$ cat src/rtl/uart_txq_pkg.sv
// Shared address map, QSTAT field positions and TX-queue FSM encoding.
package uart_txq_pkg;

    localparam logic [31:0] QDATA_OFS     = 32'h0;
    localparam logic [31:0] QSTAT_OFS     = 32'h4;
    localparam logic [31:0] UART_TXDT_OFS = 32'h4;
    localparam logic [31:0] UART_CTRL_OFS = 32'h8;
    localparam logic [31:0] UART_STAT_OFS = 32'hc;

    localparam int QSTAT_EMPTY_BIT = 0;
    localparam int QSTAT_FULL_BIT  = 1;
    localparam int QSTAT_CNT_LSB   = 4;
    localparam int QSTAT_CNT_MSB   = 8;
    localparam int QSTAT_OVF_BIT   = 9;
    localparam int UART_BUSY_BIT   = 1;

    typedef enum logic [1:0] {
        ST_INIT  = 2'd0,
        ST_POLL  = 2'd1,
        ST_SEND  = 2'd2,
        ST_GUARD = 2'd3
    } txq_state_e;

    function automatic logic [31:0] qstat_pack(input logic empty, input logic full,
                                               input logic [4:0] cnt, input logic ovf);
        logic [31:0] r;
        r = '0;
        r[QSTAT_EMPTY_BIT] = empty;
        r[QSTAT_FULL_BIT]  = full;
        r[QSTAT_CNT_MSB:QSTAT_CNT_LSB] = cnt;
        r[QSTAT_OVF_BIT]   = ovf;
        return r;
    endfunction

endpackage

$ cat src/rtl/uart_txq_fifo.sv
// Byte FIFO with combinational head; push lands on the clock edge.
// Refuses a push when full unless a pop happens in the same cycle.
module sync_fifo #(
    parameter int DEPTH = 16,
    parameter int WIDTH = 8
) (
    input  logic                     clk,
    input  logic                     rst,
    input  logic                     push_vld,
    output logic                     push_rdy,
    input  logic [WIDTH-1:0]         push_dat,
    input  logic                     pop_vld,
    output logic [WIDTH-1:0]         pop_dat,
    output logic [$clog2(DEPTH):0]   count,
    output logic                     empty,
    output logic                     full
);
    localparam int AW = $clog2(DEPTH);
    localparam logic [AW:0]   FULL_CNT = (AW+1)'(DEPTH);
    localparam logic [AW:0]   CNT_ONE  = (AW+1)'(1);
    localparam logic [AW-1:0] PTR_ONE  = AW'(1);

    logic [WIDTH-1:0] mem_q [DEPTH];
    logic [AW-1:0]    wr_ptr_q, wr_ptr_d, rd_ptr_q, rd_ptr_d;
    logic [AW:0]      count_q, count_d;
    logic             do_push, do_pop;

    always_comb begin
        do_pop   = pop_vld && (count_q != '0);
        push_rdy = (count_q != FULL_CNT) || do_pop;
        do_push  = push_vld && push_rdy;
        wr_ptr_d = wr_ptr_q;
        rd_ptr_d = rd_ptr_q;
        count_d  = count_q;
        // Pointers wrap for free because DEPTH is a power of two.
        if (do_push) wr_ptr_d = wr_ptr_q + PTR_ONE;
        if (do_pop)  rd_ptr_d = rd_ptr_q + PTR_ONE;
        if (do_push && !do_pop)      count_d = count_q + CNT_ONE;
        else if (do_pop && !do_push) count_d = count_q - CNT_ONE;
    end

    always_ff @(posedge clk) begin
        if (do_push) mem_q[wr_ptr_q] <= push_dat;
    end

    always_ff @(posedge clk or negedge rst) begin
        if (!rst) begin
            wr_ptr_q <= '0;
            rd_ptr_q <= '0;
            count_q  <= '0;
        end else begin
            wr_ptr_q <= wr_ptr_d;
            rd_ptr_q <= rd_ptr_d;
            count_q  <= count_d;
        end
    end

    assign pop_dat = mem_q[rd_ptr_q];
    assign count   = count_q;
    assign empty   = (count_q == '0);
    assign full    = (count_q == FULL_CNT);

endmodule

$ cat src/rtl/uart_txq.sv
// Host-side TX byte queue that drains into a memory-mapped UART: INIT, then POLL/SEND/GUARD.
// Push into an idle empty queue reaches uart_we 2 cycles later; full pushes drop and set ovf.
module uart_txq
    import uart_txq_pkg::*;
#(
    parameter int          DEPTH     = 16,
    parameter logic [31:0] QBASE     = 32'hffff0040,
    parameter logic [31:0] UBASE     = 32'hffff0020,
    parameter logic [31:0] CTRL_INIT = 32'h3
) (
    input  logic        clk,
    input  logic        rst,
    input  logic        mem_we,
    input  logic [31:0] mem_addr,
    input  logic [31:0] mem_wdata,
    output logic [31:0] mem_rdata,
    output logic        uart_we,
    output logic [31:0] uart_addr,
    output logic [31:0] uart_wdata,
    input  logic [31:0] uart_rdata
);
    localparam int AW = $clog2(DEPTH);

    txq_state_e  state_q, state_d;
    logic        ovf_q, ovf_d;
    logic        qdata_hit, qstat_hit;
    logic        q_push_vld, q_push_rdy, q_pop_vld, q_empty, q_full;
    logic [7:0]  q_pop_dat;
    logic [AW:0] q_count;
    logic        fsm_we;
    logic [31:0] fsm_addr, fsm_wdata;
    logic        unused_bits;

    assign qdata_hit  = (mem_addr == QBASE + QDATA_OFS);
    assign qstat_hit  = (mem_addr == QBASE + QSTAT_OFS);
    assign q_push_vld = mem_we && qdata_hit;

    sync_fifo #(.DEPTH(DEPTH), .WIDTH(8)) u_fifo (
        .clk      (clk),
        .rst      (rst),
        .push_vld (q_push_vld),
        .push_rdy (q_push_rdy),
        .push_dat (mem_wdata[7:0]),
        .pop_vld  (q_pop_vld),
        .pop_dat  (q_pop_dat),
        .count    (q_count),
        .empty    (q_empty),
        .full     (q_full)
    );

    always_comb begin
        state_d   = state_q;
        fsm_we    = 1'b0;
        fsm_addr  = UBASE | UART_STAT_OFS;
        fsm_wdata = '0;
        q_pop_vld = 1'b0;
        case (state_q)
            ST_INIT: begin
                fsm_we    = 1'b1;
                fsm_addr  = UBASE | UART_CTRL_OFS;
                fsm_wdata = CTRL_INIT;
                state_d   = ST_POLL;
            end
            ST_POLL: begin
                if (!q_empty && !uart_rdata[UART_BUSY_BIT]) state_d = ST_SEND;
            end
            ST_SEND: begin
                fsm_we    = 1'b1;
                fsm_addr  = UBASE | UART_TXDT_OFS;
                fsm_wdata = {24'b0, q_pop_dat};
                q_pop_vld = 1'b1;
                state_d   = ST_GUARD;
            end
            ST_GUARD: state_d = ST_POLL;
            default:  state_d = ST_INIT;
        endcase
    end

    always_comb begin
        ovf_d = ovf_q;
        if (mem_we && qstat_hit && mem_wdata[QSTAT_OVF_BIT]) ovf_d = 1'b0;
        if (q_push_vld && !q_push_rdy)                     ovf_d = 1'b1;
    end

    always_ff @(posedge clk or negedge rst) begin
        if (!rst) begin
            state_q <= ST_INIT;
            ovf_q   <= 1'b0;
        end else begin
            state_q <= state_d;
            ovf_q   <= ovf_d;
        end
    end

    // The FSM sits in INIT while reset is held, so the bus is forced idle then.
    assign uart_we    = rst && fsm_we;
    assign uart_addr  = rst ? fsm_addr  : (UBASE | UART_STAT_OFS);
    assign uart_wdata = rst ? fsm_wdata : 32'h0;

    assign mem_rdata = qstat_hit ? qstat_pack(q_empty, q_full, 5'(q_count), ovf_q) : 32'h0;

    assign unused_bits = ^{mem_wdata[31:10], mem_wdata[8], uart_rdata[31:2], uart_rdata[0]};

endmodule
$ cat config.mk
export PLATFORM = sky130hd
export DESIGN_NAME = uart_txq
export DESIGN_NICKNAME = d
export VERILOG_FILES = /design/src/rtl/uart_txq_pkg.sv /design/src/rtl/uart_txq_fifo.sv /design/src/rtl/uart_txq.sv
export SDC_FILE = /design/constraint.sdc
export NUM_CORES = 1
export LEC_CHECK = 0
export ABC_AREA = 1
export CORE_AREA = 4 4 138 140
export CTS_CLUSTER_DIAMETER = 80
export CTS_CLUSTER_SIZE = 12
export DETAILED_ROUTE_END_ITERATION = 10
export DIE_AREA = 0 0 142 144
export PLACE_DENSITY = 0.69
export SYNTH_ARGS = -nofsm -noshare
export SYNTH_HDL_FRONTEND = slang
export SYNTH_SLANG_ARGS = --single-unit
$ cat constraint.sdc
create_clock -name clk -period 2.8 [get_ports clk]
set_input_delay 0.28 -clock clk [delete_from_list [all_inputs] [get_ports clk]]
set_output_delay 0.28 -clock clk [all_outputs]
set_load 0.005 [all_outputs]
# Yosys cells after proc, flatten, opt, wreduce, memory -nomap -nowiden
# Memories as Yosys holds them, arrays and structs flattened.
# Cells that the tools add are included.
# totals
reg_bits	16
ramBits	128
input_bits	99
out_inout_bits	97
word_cells	56
n_memories	1
# classes
add_sub_neg	4
n_eq_ne	8
mux	15
n_reduce_logical	23
# memory_table
memory	words	width	read_ports	rd_clocked_by_memory_dff	wr	line	rtl
u_fifo.mem_q	16	8	1	0	1	uart_txq_fifo.sv:23	logic [WIDTH-1:0] mem_q [DEPTH];
# ops
operator	n
32-bit equality test (second input constant)	2
32-bit 2-to-1 mux	2
8-bit one-hot mux with 2 select lines	1
1-bit logical AND	10
10-bit 2-to-1 mux	1
5-bit 2-to-1 mux	2
4-bit by 1-bit adder with 4-bit output (second input constant)	2
4-bit one-hot mux with 2 select lines	1
1-bit 2-to-1 mux	6
2-bit one-hot mux with 3 select lines	1
5-bit by 1-bit adder with 5-bit output (second input constant)	1
5-bit equality test (second input constant)	1
1-bit zero test	5
5-bit zero test	1
5-bit inequality test (second input constant)	1
5-bit nonzero test	1
5-bit by 1-bit subtractor with 5-bit output (second input constant)	1
2-bit equality test (second input constant)	2
2-bit nonzero test	2
2-bit OR reduction	2
2-bit by 1-bit equality test with 1-bit output (second input constant)	1
2-bit zero test	1
2-bit 2-to-1 mux	1
2-bit inequality test (second input constant)	1
1-bit logical OR	1

# Logic depth before layout (Yosys ltp)
# logic_depth
depth_word	9
depth_mapped	14
mapped_depth_nobuf	14

# Cells and area by module
# A second synthesis with hierarchy kept.
# hier_totals
cells_unflattened	815
area_unflattened_um2	7480.9
# modules_own_cells
mod	n_inst	cells_each	area_per_inst_um2	seq_area_each_um2
sync_fifo	1	630	6359.8	4169.0
uart_txq	1	185	1121.1	75.1

# Worst setup path after synthesis
# No wires, ideal clock.
# synth_path
path_type	reg2reg
from	register state_q[0]
to	register u_fifo.count_q[4] (netlist: u_fifo.count[4])
setup_time_ns	0.127
t_arrival_ns	2.147
required_time_ns	2.673
slack_ns	0.527
path_stages_with_launch	15
path_buffers	0
synth_period_minus_slack_ns	2.273
path_cell_list	dfrtp_1 inv_1 ha_1 inv_1 nand4_2 inv_1 nor2_1 ha_1 inv_1 fa_1 a21oi_1 o21bai_1 xor2_1 nand2_1 o21ai_0
# synth_between
elab_chain_len	8
word_cells_on_any_way	11
cone_classes	eq/ne: 1; mux: 2; reduce/logical: 8
# synth_lines
item	line	rtl
start, declared	uart_txq.sv:24	txq_state_e state_q, state_d;
start signal, assigned	uart_txq.sv:90	state_q <= state_d;
2-bit equality test *	uart_txq.sv:57	case (state_q)
1-bit 2-to-1 mux *	uart_txq.sv:57	
1-bit logical AND *	uart_txq_fifo.sv:29	do_pop = pop_vld && (count_q != '0);
1-bit logical OR *	uart_txq_fifo.sv:30	push_rdy = (count_q != FULL_CNT) || do_pop;
1-bit logical AND *	uart_txq_fifo.sv:31	do_push = push_vld && push_rdy;
named net u_fifo.do_push	uart_txq_fifo.sv:26	logic do_push, do_pop;
1-bit zero test	uart_txq_fifo.sv:39	else if (do_pop && !do_push) count_d = count_q - CNT_ONE;
1-bit logical AND	uart_txq_fifo.sv:39	
2-bit nonzero test (no line)	--	
end signal, assigned	uart_txq_fifo.sv:54	count_q <= count_d;
end, declared	uart_txq_fifo.sv:25	logic [AW:0] count_q, count_d;
# The timed path passes the listed nets; every way through them passes the cells marked *.
# A chain may end at the register's enable or synchronous reset.

# Worst setup path in the final report
# layout_path
from	register u_fifo.rd_ptr_q[0]
to	output uart_wdata[6]
# layout_between
elab_chain_len	3
# layout_lines
item	line	rtl
start, declared	uart_txq_fifo.sv:24	logic [AW-1:0] wr_ptr_q, wr_ptr_d, rd_ptr_q, rd_ptr_d;
start signal, assigned	uart_txq_fifo.sv:53	rd_ptr_q <= rd_ptr_d;
memory 16 x 8 bit	--	
8-bit one-hot mux with 2 select lines	uart_txq.sv:57	
32-bit 2-to-1 mux	uart_txq.sv:98	assign uart_wdata = rst ? fsm_wdata : 32'h0;
end, declared	uart_txq.sv:19	output logic [31:0] uart_wdata,
# No other way between the ends.

==> results.txt <==
total congestion overflow - 0
# Max-Cap Violations - 0
Synth cell types - 32
WP data arrival - 2.34 ns
Hold-fix buffers, CTS - 0
Port Buffers - 63
vias in the first global route - 4,579
Syn Area/Cell - 10.3 um^2
most used flip-flop cell after synthesis - edfxtp_1
Die W - 142 um
Via density - 4.82
critical path type - flop to output pin
Slew @ Worst Pin - 0.662 ns
Hold Vio Cnt, Final - 0
PnR worst setup slack - 0.178 ns
Setup Skew - 0.00978 ns
Synth Warn # - 0
#FFs+latches synth - 144
Setup violations, final - 0
overall routing resource usage - 0.151
reg2reg start - state_q[0]$_DFFE_PN0P_
synth cell count leaders - edfxtp_1 (128), nand2_1 (120), nor2_1 (116)
Achievable Freq - 381 MHz
adder-cell area share of the yosys netlist - 0.0277
Post-Synth Simple-Gate Area - 0.191
DRC - 0
I/O pin total - 196
Root Buffer Master - clkbuf_16
die area - 0.0204 mm^2
final instance area - 0.00842 mm^2
post-layout net count - 889
Synth area leader - edfxtp_1
Die H - 144 um
starting density of the core - 0.395
largest family of logic cells by synthesized area - simple AND/OR/NAND/NOR gates
Final min period - 2.62 ns
startpoint types - flop
Static Leak - 3.30 nW
post-synthesis compound-gate area fraction - 0.0460
Clock Tree Buf Depth - 2
DP Area - 0.00777 mm^2
status - finished, final reports clean
cts bufs inserted - 17
wire per inst - 15.3 um
DR vias - 4,899
post-synthesis sequential area ratio - 0.602
CTS sink count - 144
Total Neg Setup Slack - 0 ns
Post-synth EDFFs - 128
period utilization - 0.936
internal power - 0.00453 W
Clk pwr share - 0.311
total wire length - 15.5 mm
Slew Viols, Final - 0
Final ANT Viol Nets - 0
slew margin rel. - 0.557
DR pass1 iterations - 7
Psw - 0.00247 W
Diodes inserted - 0
largest net degree at the start of global routing - 35
Core Area - 0.0178 mm^2
layout cells sized above 1 - 0.0939
Pwr Density - 832 mW/mm^2
GP Congestion - 0.860
Max VDD drop - 470 uV
P&R area growth vs syn - 19.4%
first-pass GRT wire length - 23.6 mm
multiplexer share of the synthesized area - 0
Mapped Cells - 684
combinational share of power - 0.330
CTS clk-pin slew, worst paths - 0.06 ns
pre-CTS setup slack - -0.00391 ns
Worst Hold Class - input pin to async pin
htree depth - 4
switching portion of total power - 0.352
Synth area leaders - edfxtp_1 (55%), buf_4 (8.7%), nand2_1 (6.4%)
data required time of the worst path - 2.52 ns
row cnt - 49
most common cell in the netlist - edfxtp_1
dpl hpwl - 9.90 mm
r2r setup slk - 0.39 ns
crit-path max FO - 17
Netlist Area Pre-Place - 0.00705 mm^2
# fillers - 1,617
initial antenna violation count - 0
1st-iter DRT viols - 459
CP endpoint kind - output pin
clock latency on the worst-skew pair - 0.42 ns
worst reg2reg path endpoint - u_fifo.count[4]$_DFFE_PN0P_
Synth Area in XOR/XNOR - 0.00994
worst-case reg-to-reg path depth - 14
sequential power share - 0.359
Post-synth ARST share - 0.111
CTS tree - built
Synth top area share - 0.545
[critical path, cell delays in order (launching register included)]
cell	delay [ns]
dfrtp_2	0.47
inv_4	0.15
buf_12	0.17
nand2_1	0.07
nand2_1	0.06
nand2_1	0.04
o211ai_1	0.09
nand3_1	0.14
a21oi_1	0.17
clkdlybuf4s50_1	0.54
[per-layer routing]
metal  track usage  up-vias  wire length (um)
met2         0.256      239              7620
met3        0.0384       33              1330
met4        0.0611        0               325
met1         0.186     2279              6260
met5             0        -                 0
li1              -     2348                 -
[state kept, by name (all words and copies together) (netlist names)]
register and cells:
state_q 2, u_fifo.wr_ptr_q 4, u_fifo.rd_ptr_q 4, ovf_q 1, u_fifo.count 5, u_fifo.mem_q 128
[placed cells by master, fill, tap and decap left out, types with 2 or more instances in the layout]
master / count
inv_1: 25
edfxtp_1: 128
ha_1: 14
o21ai_1: 12
nand3_1: 66
clkinvlp_4: 3
nor2_1: 116
nor3_1: 2
nand4_1: 12
dfrtp_1: 15
a21oi_1: 8
xnor2_1: 2
o211ai_1: 3
inv_4: 2
inv_6: 8
buf_12: 2
clkbuf_16: 18
buf_4: 31
xor2_1: 6
clkdlybuf4s50_1: 63
clkinv_1: 3
o21ai_0: 36
nand2_1: 119
conb_1: 78
[logic make-up after synthesis]
kind of cell,Yosys count
and+or+nand+nor,320
other,2
adders and majority gates,15
xor gates and xnor gates,8
AOI/OAI and AO/OA,62
DFF,144
buffers and inverters,133
[area by class of cell]
type                            instances  area (um^2)  area share
Tap cell                              229          287      0.0340
Inverter                               30          118      0.0140
Timing Repair Buffer                   99          967       0.115
Clock buffer                           18          429      0.0510
Sequential cell                       144         4250       0.504
Clock inverter                         14          143      0.0169
Multi-Input combinational cell        483         2230       0.265
[how the worst max path moves through the flow]
stage / start / end / cells past startpoint
global route: u_fifo.rd_ptr_q[0]$_DFFE_PN0P_ / uart_wdata[1] / 11
floorplan: state_q[0]$_DFFE_PN0P_ / u_fifo.count[4]$_DFFE_PN0P_ / 14
detailed placement: mem_we / u_fifo.count[4]$_DFFE_PN0P_ / 13
finish: u_fifo.rd_ptr_q[0]$_DFFE_PN0P_ / uart_wdata[6] / 9
global placement: mem_we / u_fifo.count[4]$_DFFE_PN0P_ / 13
CTS: u_fifo.rd_ptr_q[0]$_DFFE_PN0P_ / uart_wdata[0] / 11
[stage by stage]
| stage | instances | utilization | hold WS (ns) | total power (W) |
|---|---|---|---|---|
| after CTS | 1016 | 0.470 | 0.258 | 0.00696 |
| final | 1017 | 0.472 | 0.276 | 0.00700 |
| after detailed placement | 982 | 0.436 | 0.460 | 0.00468 |
| after floorplan | 760 | - | -0.0156 | 0.00414 |
| after global placement | 982 | 0.436 | 0.459 | 0.00464 |
| after global routing | 1017 | 0.472 | 0.284 | 0.00741 |
[power by group through the flow]
| stage | Clock [W] | Sequential (W) | Combinational (W) |
|---|---|---|---|
| 6_report | 0.00218 | 0.00251 | 0.00231 |
| 5_1_grt | 0.00232 | 0.00252 | 0.00257 |
| 3_5_place_dp | 0 | 0.00257 | 0.00211 |
| 4_1_cts | 0.00220 | 0.00251 | 0.00226 |
| 3_3_place_gp | 0 | 0.00257 | 0.00207 |
| 2_1_floorplan | 0 | 0.00252 | 0.00162 |
[timing repair]
action / CTS / global route
gates resized for setup: 1 / 5
setup buffers: 1 / 0
endpoints found under the setup margin: 4 / 4
gates cloned: 1 / 1
(Power assumes the default switching activity.)
